$ cat src/rtl/fetch_controller.sv
// fetch_controller: program counter and fetch sequencer for the filter core.
// Streams instruction words to decode with stall skid, branch redirect and halt detection.
module fetch_controller #(
    parameter logic [7:0]  START_ADDR = 8'd0,
    parameter logic [15:0] HALT_WORD  = 16'hffff,
    parameter logic [7:0]  LAST_ADDR  = 8'd255
) (
    input  logic        clk,
    input  logic        i_rst_n,
    input  logic        i_start,
    input  logic        i_stall,
    input  logic        i_branch_taken,
    input  logic [7:0]  i_branch_target,
    output logic [31:0] o_mem_addr,
    input  logic [15:0] i_mem_data,
    output logic [15:0] o_inst,
    output logic        o_inst_valid,
    output logic [7:0]  o_pc,
    output logic        o_busy,
    output logic        o_halted,
    output logic [15:0] o_fetch_count,
    output logic [15:0] o_stall_count
);
    typedef enum logic [1:0] {IDLE, FETCH, HALT} state_t;
    state_t      state_q, state_d;
    logic [7:0]  addr_q, addr_d, infl_pc_q, infl_pc_d, skid_pc_q, skid_pc_d, pc_q, pc_d;
    logic        req_q, req_d, infl_q, infl_d, skid_v_q, skid_v_d, valid_q, valid_d;
    logic [15:0] skid_q, skid_d, inst_q, inst_d, fcnt_q, fcnt_d, scnt_q, scnt_d;
    logic        hold, consume, src_v;
    logic [15:0] src_w;
    logic [7:0]  src_pc;
    assign hold    = valid_q & i_stall;
    assign consume = valid_q & ~i_stall;
    assign src_v   = skid_v_q | infl_q;
    assign src_w   = skid_v_q ? skid_q : i_mem_data;
    assign src_pc  = skid_v_q ? skid_pc_q : infl_pc_q;
    always_comb begin
        state_d   = state_q;
        addr_d    = addr_q;
        req_d     = req_q;
        infl_d    = infl_q;
        infl_pc_d = infl_pc_q;
        skid_d    = skid_q;
        skid_pc_d = skid_pc_q;
        skid_v_d  = skid_v_q;
        inst_d    = inst_q;
        pc_d      = pc_q;
        valid_d   = valid_q;
        fcnt_d    = fcnt_q;
        scnt_d    = scnt_q;
        if (state_q != FETCH) begin
            if (i_start) begin
                state_d  = FETCH;
                addr_d   = START_ADDR;
                req_d    = 1'b1;
                infl_d   = 1'b0;
                skid_v_d = 1'b0;
                valid_d  = 1'b0;
                fcnt_d   = '0;
                scnt_d   = '0;
            end
        end else begin
            fcnt_d = (consume && fcnt_q != 16'hffff) ? fcnt_q + 16'd1 : fcnt_q;
            scnt_d = (hold && scnt_q != 16'hffff) ? scnt_q + 16'd1 : scnt_q;
            if (i_branch_taken) begin
                addr_d   = i_branch_target;
                req_d    = 1'b1;
                infl_d   = 1'b0;
                skid_v_d = 1'b0;
                valid_d  = 1'b0;
            end else if ((consume && pc_q == LAST_ADDR) || (!hold && src_v && src_w == HALT_WORD)) begin
                state_d  = HALT;
                req_d    = 1'b0;
                infl_d   = 1'b0;
                skid_v_d = 1'b0;
                valid_d  = 1'b0;
            end else begin
                // a stalled request is dropped and re-presented, so only one word ever needs the skid
                infl_d    = req_q & ~hold;
                infl_pc_d = addr_q;
                if (req_q && !hold) begin
                    addr_d = (addr_q == LAST_ADDR) ? addr_q : addr_q + 8'd1;
                    req_d  = addr_q != LAST_ADDR;
                end
                if (hold) begin
                    if (infl_q) begin
                        skid_d    = i_mem_data;
                        skid_pc_d = infl_pc_q;
                        skid_v_d  = 1'b1;
                    end
                end else begin
                    valid_d  = src_v;
                    inst_d   = src_v ? src_w : inst_q;
                    pc_d     = src_v ? src_pc : pc_q;
                    skid_v_d = 1'b0;
                end
            end
        end
    end
    always_ff @(posedge clk or negedge i_rst_n) begin
        if (!i_rst_n) begin
            state_q   <= IDLE;
            addr_q    <= '0;
            req_q     <= 1'b0;
            infl_q    <= 1'b0;
            infl_pc_q <= '0;
            skid_q    <= '0;
            skid_pc_q <= '0;
            skid_v_q  <= 1'b0;
            inst_q    <= '0;
            pc_q      <= '0;
            valid_q   <= 1'b0;
            fcnt_q    <= '0;
            scnt_q    <= '0;
        end else begin
            state_q   <= state_d;
            addr_q    <= addr_d;
            req_q     <= req_d;
            infl_q    <= infl_d;
            infl_pc_q <= infl_pc_d;
            skid_q    <= skid_d;
            skid_pc_q <= skid_pc_d;
            skid_v_q  <= skid_v_d;
            inst_q    <= inst_d;
            pc_q      <= pc_d;
            valid_q   <= valid_d;
            fcnt_q    <= fcnt_d;
            scnt_q    <= scnt_d;
        end
    end
    assign o_mem_addr    = {24'd0, addr_q};
    assign o_inst        = inst_q;
    assign o_inst_valid  = valid_q;
    assign o_pc          = pc_q;
    assign o_busy        = state_q == FETCH;
    assign o_halted      = state_q == HALT;
    assign o_fetch_count = fcnt_q;
    assign o_stall_count = scnt_q;
endmodule
$ cat config.mk
export PLATFORM = sky130hd
export DESIGN_NAME = fetch_controller
export DESIGN_NICKNAME = d
export VERILOG_FILES = /design/src/rtl/fetch_controller.sv
export SDC_FILE = /design/constraint.sdc
export NUM_CORES = 1
export LEC_CHECK = 0
export ABC_CLOCK_PERIOD_IN_PS = 2500
export BUFFER_PORTS_ARGS = -buffer_cell sky130_fd_sc_hd__buf_2
export CAP_MARGIN = 20
export CORE_MARGIN = 4
export CORE_UTILIZATION = 40
export DETAILED_ROUTE_END_ITERATION = 16
export GPL_TIMING_DRIVEN = 0
export REMOVE_ABC_BUFFERS = 1
export SYNTH_ARGS = -nofsm -noshare
export SYNTH_HDL_FRONTEND = slang
export SYNTH_SLANG_ARGS = --single-unit
$ cat constraint.sdc
create_clock -name clk -period 2.5 [get_ports clk]
set_input_delay 0.25 -clock clk [delete_from_list [all_inputs] [get_ports clk]]
set_output_delay 0.25 -clock clk [all_outputs]
set_load 0.01 [all_outputs]
* Word-level counts from Yosys, hierarchy flattened
Index checks and enable logic that the tools add are counted.
Word-level totals: memory bits (writable) 0, input port bits 29, bits in latches 0, output and inout port bits 91, register bits after elaboration 102, word-level logic and storage cells 98, memories 0, memory bits (read-only) 0
Operators by class: add/sub/neg operators 3, bitwise gates (word level) 9, reductions and logical operators 23, shifts and indexed selects 0, $mul 0, divide/modulo/power cells 0, equality and inequality tests 15, mux-type cells 35, $lt $le $gt $ge 0
Operators by type and width (count):
- two-way mux 16 bit | 6
- two-way mux 8 bit | 7
- adder 16 x 1 -> 16 bit (second input constant) | 2
- inequality test 16 bit (second input constant) | 2
- two-way mux 1 bit | 18
- == test 16 bit (second input constant) | 1
- == test 8 bit (second input constant) | 2
- AND reduction 2 bit | 5
- AND reduction 5 bit | 2
- adder 8 x 1 -> 8 bit (second input constant) | 1
- two-way mux 2 bit | 4
- inequality test 8 bit (second input constant) | 1
- logical AND 1 bit | 6
- inequality test 3 bit (second input constant) | 2
- AND reduction 3 bit | 2
- nonzero test 2 bit | 3
- inequality test 5 x 3 -> 1 bit (second input constant) | 1
- NOT 1 bit | 5
- inequality test 2 x 1 -> 1 bit (second input constant) | 2
- inequality test 4 x 2 -> 1 bit (second input constant) | 1
- AND reduction 4 bit | 1
- nonzero test 4 bit | 1
- AND 1 bit | 3
- nonzero test 3 bit | 1
- other kinds (6) | 6

* Depth between registers and ports, before layout
word-level depth 8, depth in mapped cells 9

* Worst setup path before layout
OpenSTA, ideal clock, no wires.
path type reg-to-reg, start point register valid_q (netlist: o_inst_valid), end point register pc_q[0] (netlist: o_pc[0]), setup slack 524 ps, stages on the path, launching flop included 9, setup time 125 ps, data arrival time 1851 ps, cells stage by stage dfrtp_1 > and2_1 > buf_2 > a211oi_2 > o211ai_2 > o21ba_4 > nand3_4 > buf_8 > mux2_4
On the way: cells in the longest elaborated chain, start to end 7
RTL lines:
- from (decl) | RTL line 27 | logic req_q, req_d, infl_q, infl_d, skid_v_q, skid_v_d, valid_q, valid_d;
- from (signal assigned) | RTL line 126 | valid_q <= valid_d;
- AND 1 bit | RTL line 32 | assign hold = valid_q & i_stall;
- zero test 1 bit | RTL line 71 | end else if ((consume && pc_q == LAST_ADDR) || (!hold && src_v && src_w == HALT_WORD)) begin
- logical AND 1 bit (2 in a row) | RTL line 71
- logical OR 1 bit | RTL line 71
- NOT 1 bit (no line)
- AND reduction 5 bit (no line) (*)
- to (signal assigned) | RTL line 125 | pc_q <= pc_d;
- to (decl) | RTL line 26 | logic [7:0] addr_q, addr_d, infl_pc_q, infl_pc_d, skid_pc_q, skid_pc_d, pc_q, pc_d;
Mark *: on every way between the ends. The rest lies on a longest branch, timed or not. A chain may end at the register's enable or synchronous reset.

* Worst setup path after layout
start point register skid_v_q, end point register infl_pc_q[3]
On the way: cells in the longest elaborated chain, start to end 6
RTL lines:
- from (decl) | RTL line 27
- from (signal assigned) | RTL line 123 | skid_v_q <= skid_v_d;
- two-way mux 16 bit or OR 1 bit (tied branches) | RTL line 35, 34
- == test 16 bit or logical AND 1 bit (tied branches) | RTL line 71
- logical AND 1 bit (*) | RTL line 71
- logical OR 1 bit (*) | RTL line 71
- NOT 1 bit (no line) (*)
- AND reduction 3 bit (no line) (*)
- to (signal assigned) | RTL line 120 | infl_pc_q <= infl_pc_d;
- to (decl) | RTL line 26
Marks and branches as above.

==> run_results.csv <==
group,metric,value,unit
global_route,grtUsageMet3,2.47,%
global_route,grt_most_used_layer,"met2",
setup_path,r2r-start,"skid_v_q$_DFFE_PN0P_",
synthesis,synth_compound_area_share,9.27,%
floorplanning,ios,120,
synthesis,yosysWarnings,0,
global_route,grtUsageTotal,16.5,%
setup_path,startpoint_type,"register",
clocking,cts_sinks,102,
clocking,clockRootBuffer,"clkbuf_16",
synthesis,synth-simple-area-share,14.9,%
floorplanning,num_rows,41,
place,portBuffers,95,
hold_path,hp-class,"input pin to register",
final_layout,nNetsFinal,617,
floorplanning,initial_core_util,41.6,%
setup_path,crit_arrival,2.59,ns
clocking,clk_path_buf_depth,2,
routing,wl,12.2,mm
flow_run,drv_cap,0,
timing,worst_slew_pin_slew,0.682,ns
final_layout,drive_gt1_share,35.8,%
synthesis,synth_edf_count,0,
synthesis,synth_seq_cells,102,
global_route,grt_pass1_wl,19.8,mm
timing,finalCritPeriodShare,94.2,%
floorplanning,core_area,0.0128,mm^2
final_layout,antenna_cells,0,
clocking,clock_latency,0.34,ns
final_layout,fin_util,48.9,%
setup_path,cp_max_fo,19,
place,dpl.hpwl,8.43,mm
setup_path,cpMaxStageDelayCell,"dfrtp_4",
timing,hold_violations,0,
synthesis,netlist_area,0.00533,mm^2
floorplanning,die_x,123,um
clocking,cts_inserted_buffers,9,
global_route,met1_usage,22.9,%
setup_path,slowest_delay,0.52,ns
outcome,status,"finished, final reports clean",
global_route,met2_usage,26.2,%
routing,num_vias,3929,
timing,max_slew_margin,54.5,%
synthesis,syn_area_per_cell,10.9,um^2
setup_path,startpoint,"skid_v_q$_DFFE_PN0P_",
synthesis,synthTopCellsByArea,"dfrtp_1 48%, mux2_2 12%, mux2_4 5.1%",
timing,rsz0062_at_grt,"false",
routing,drt_iter0_markers,292,
timing,final.setup_skew,0.00708,ns
setup_path,crit_type,"register to register",
routing,viasPerCell,5.16,
routing,dr.pass1.iters,4,
synthesis,synth_top_family_by_area,"multiplexers",
synthesis,yosysSeqAreaShare,47.9,%
routing,wl_per_cell,16.0,um
global_route,grt_max_degree,53,
timing,slew_violations,0,
power_and_ir_drop,pwr_density_cell,850,mW/mm^2
place,placed_cells,740,
synthesis,synthAdderAreaFrac,0.704,%
routing,detail-route-antenna-nets,0,
timing,period_needed,2.36,ns
power_and_ir_drop,ir_worst_vdd,346,uV
final_layout,fin_cells,762,
global_route,grt_antenna_before_repair,1,
synthesis,synth_cell_types,62,
synthesis,async_flop_share,100,%
synthesis,syn-instance-count,488,
hold_path,min-delay-start,"i_mem_data[12]",
final_layout,areaGrowthSynthToFinish,17.7,%
synthesis,netlist.area_leader.share,47.9,%
clocking,cts_tree,"built",
synthesis,synth-xor-area-share,3.12,%
timing,setup_ws,0.144,ns
routing,drc,0,
floorplanning,die-area,0.0152,mm^2
timing,whs,0.164,ns
timing,setup_viol,0,
power_and_ir_drop,p_leak,2.98,nW
synthesis,synthMuxAreaShare,17.7,%
setup_path,worst_ep_required_time,2.73,ns
floorplanning,dieHeight,123,um
synthesis,synth-main-ff-cell,"dfrtp_1",
timing,fmax,0.424,GHz
setup_path,crit_chain,"buf_16, nor2b_1, nand4_1, a22o_1, o21ba_4, nand2_2, mux2_2",
place,pre_cts_slack,-0.251,ns
clocking,clkTransAtPathRegs,0.07,ns
setup_path,endpoint_kind,"register",
global_route,overflow,0,
global_route,grt_pass1_vias,3825,
place,place.gp.congestion,0.775,
clocking,htreeDepth,3,
synthesis,synth_top_cell_by_area,"dfrtp_1",
-- cell usage after synthesis (3+ instances only) --
master,number
o21ai_0,19
and3_1,3
nand4_1,14
clkbuf_1,6
a21oi_1,14
mux2_4,18
nor2_2,3
nand3_1,22
ha_1,3
mux2_2,56
o2bb2a_1,3
buf_2,8
a21o_1,4
mux2i_1,4
xor2_1,3
o31ai_1,4
inv_1,10
nor2_1,35
nor3_1,18
buf_4,25
nand2_1,39
o21ai_1,3
xnor2_1,16
nor4_1,6
nand2b_1,6
dfrtp_1,102
-- report_power, final --
| part | leakage, nW | internal [mW] | switching, mW |
|---|---|---|---|
| registers | 1.32 | 2.13 | 0.396 |
| logic | 1.52 | 0.795 | 0.689 |
| clock network | 0.140 | 0.705 | 0.612 |
-- area by class of cell --
cell class              count  area, um^2
repair buffers            103         608
flip-flops and latches    102        2560
well taps                 172         215
clock buffers              11         243
multi-input cells         358        2570
clock inverters             5        32.5
fillers                  1184        6550
inverters                  11        43.8
-- per-layer routing --
| metal | vias up | part of all wire [%] | wire length [um] |
|---|---|---|---|
| met3 | 17 | 5.0 | 616 |
| li1 | 1898 | - | - |
| met2 | 98 | 47 | 5790 |
| met1 | 1914 | 45 | 5550 |
| met5 | - | 0.11 | 13 |
| met4 | 2 | 2.0 | 248 |
-- layout by cell type (no fill, tap or decap), types with 10 or more instances in the layout --
cell type,count
inv_1,10
xnor2_1,16
o21ai_0,19
mux2_4,18
conb_1,24
nand3_1,21
mux2_2,56
a21oi_1,14
nor3_1,18
buf_2,94
nand4_1,14
nor2_1,35
nand2_1,39
dfrtp_1,101
-- worst paths after layout --
path	to	slack, ns	cells after the start
setup / recovery	infl_pc_q[3]$_DFFE_PN0P_	0.14	7
hold / removal	skid_q[12]$_DFFE_PN0P_	0.16	2
setup reg to reg	infl_pc_q[3]$_DFFE_PN0P_	0.14	7
hold reg to reg	o_inst[15]$_DFFE_PN0P_	0.50	1
max in group asynchronous	o_stall_count[4]$_DFFE_PN0P_	1.33	3
min in group asynchronous	o_pc[2]$_DFFE_PN0P_	0.50	2
-- cell families after synthesis --
kind of cell | after synthesis
compound gates | 71
xor+xnor | 19
fa+ha+maj | 3
buf+inv | 53
flops | 102
mux | 78
other cells | 1
simple gates | 161
-- flip-flops by register name, indices dropped and copies added (netlist names) --
name	count
o_stall_count	16
infl_q	1
o_inst	16
o_fetch_count	16
addr_q	8
o_pc	8
skid_v_q	1
state_q	2
infl_pc_q	8
req_q	1
skid_q	16
skid_pc_q	8
o_inst_valid	1
-- per-stage QoR --
| step | TNS, ns | instance area [um^2] | total power [mW] |
|---|---|---|---|
| floorplan | 0 | 5120 | 3.42 |
| global placement | -24.19 | 5810 | 3.95 |
| detailed placement | -5.39 | 5910 | 4.02 |
| CTS | -0.00399 | 6220 | 5.37 |
| global route | 0 | 6270 | 5.65 |
| finish | 0 | 6270 | 5.33 |
-- critical path: cells and delay by family (launching register included) --
family,cells,cell delay [ns]
AND/OR/NAND/NOR,3,0.55
AO/OA/AOI/OAI,2,0.63
buffers and inverters,1,0.17
multiplexers,1,0.37
flip-flops,1,0.52
-- what timing repair did --
| item | 4_1_cts | 5_1_grt |
|---|---|---|
| pin swaps | 0 | 1 |
| resized for setup | 3 | 5 |
| endpoints found under the setup margin | 40 | 54 |
| setup buffers | 0 | 3 |
| endpoints found under the hold margin | 50 | 0 |
| hold buffers | 1 | 0 |
| gates cloned | 1 | 1 |
(Power assumes the default switching activity.)
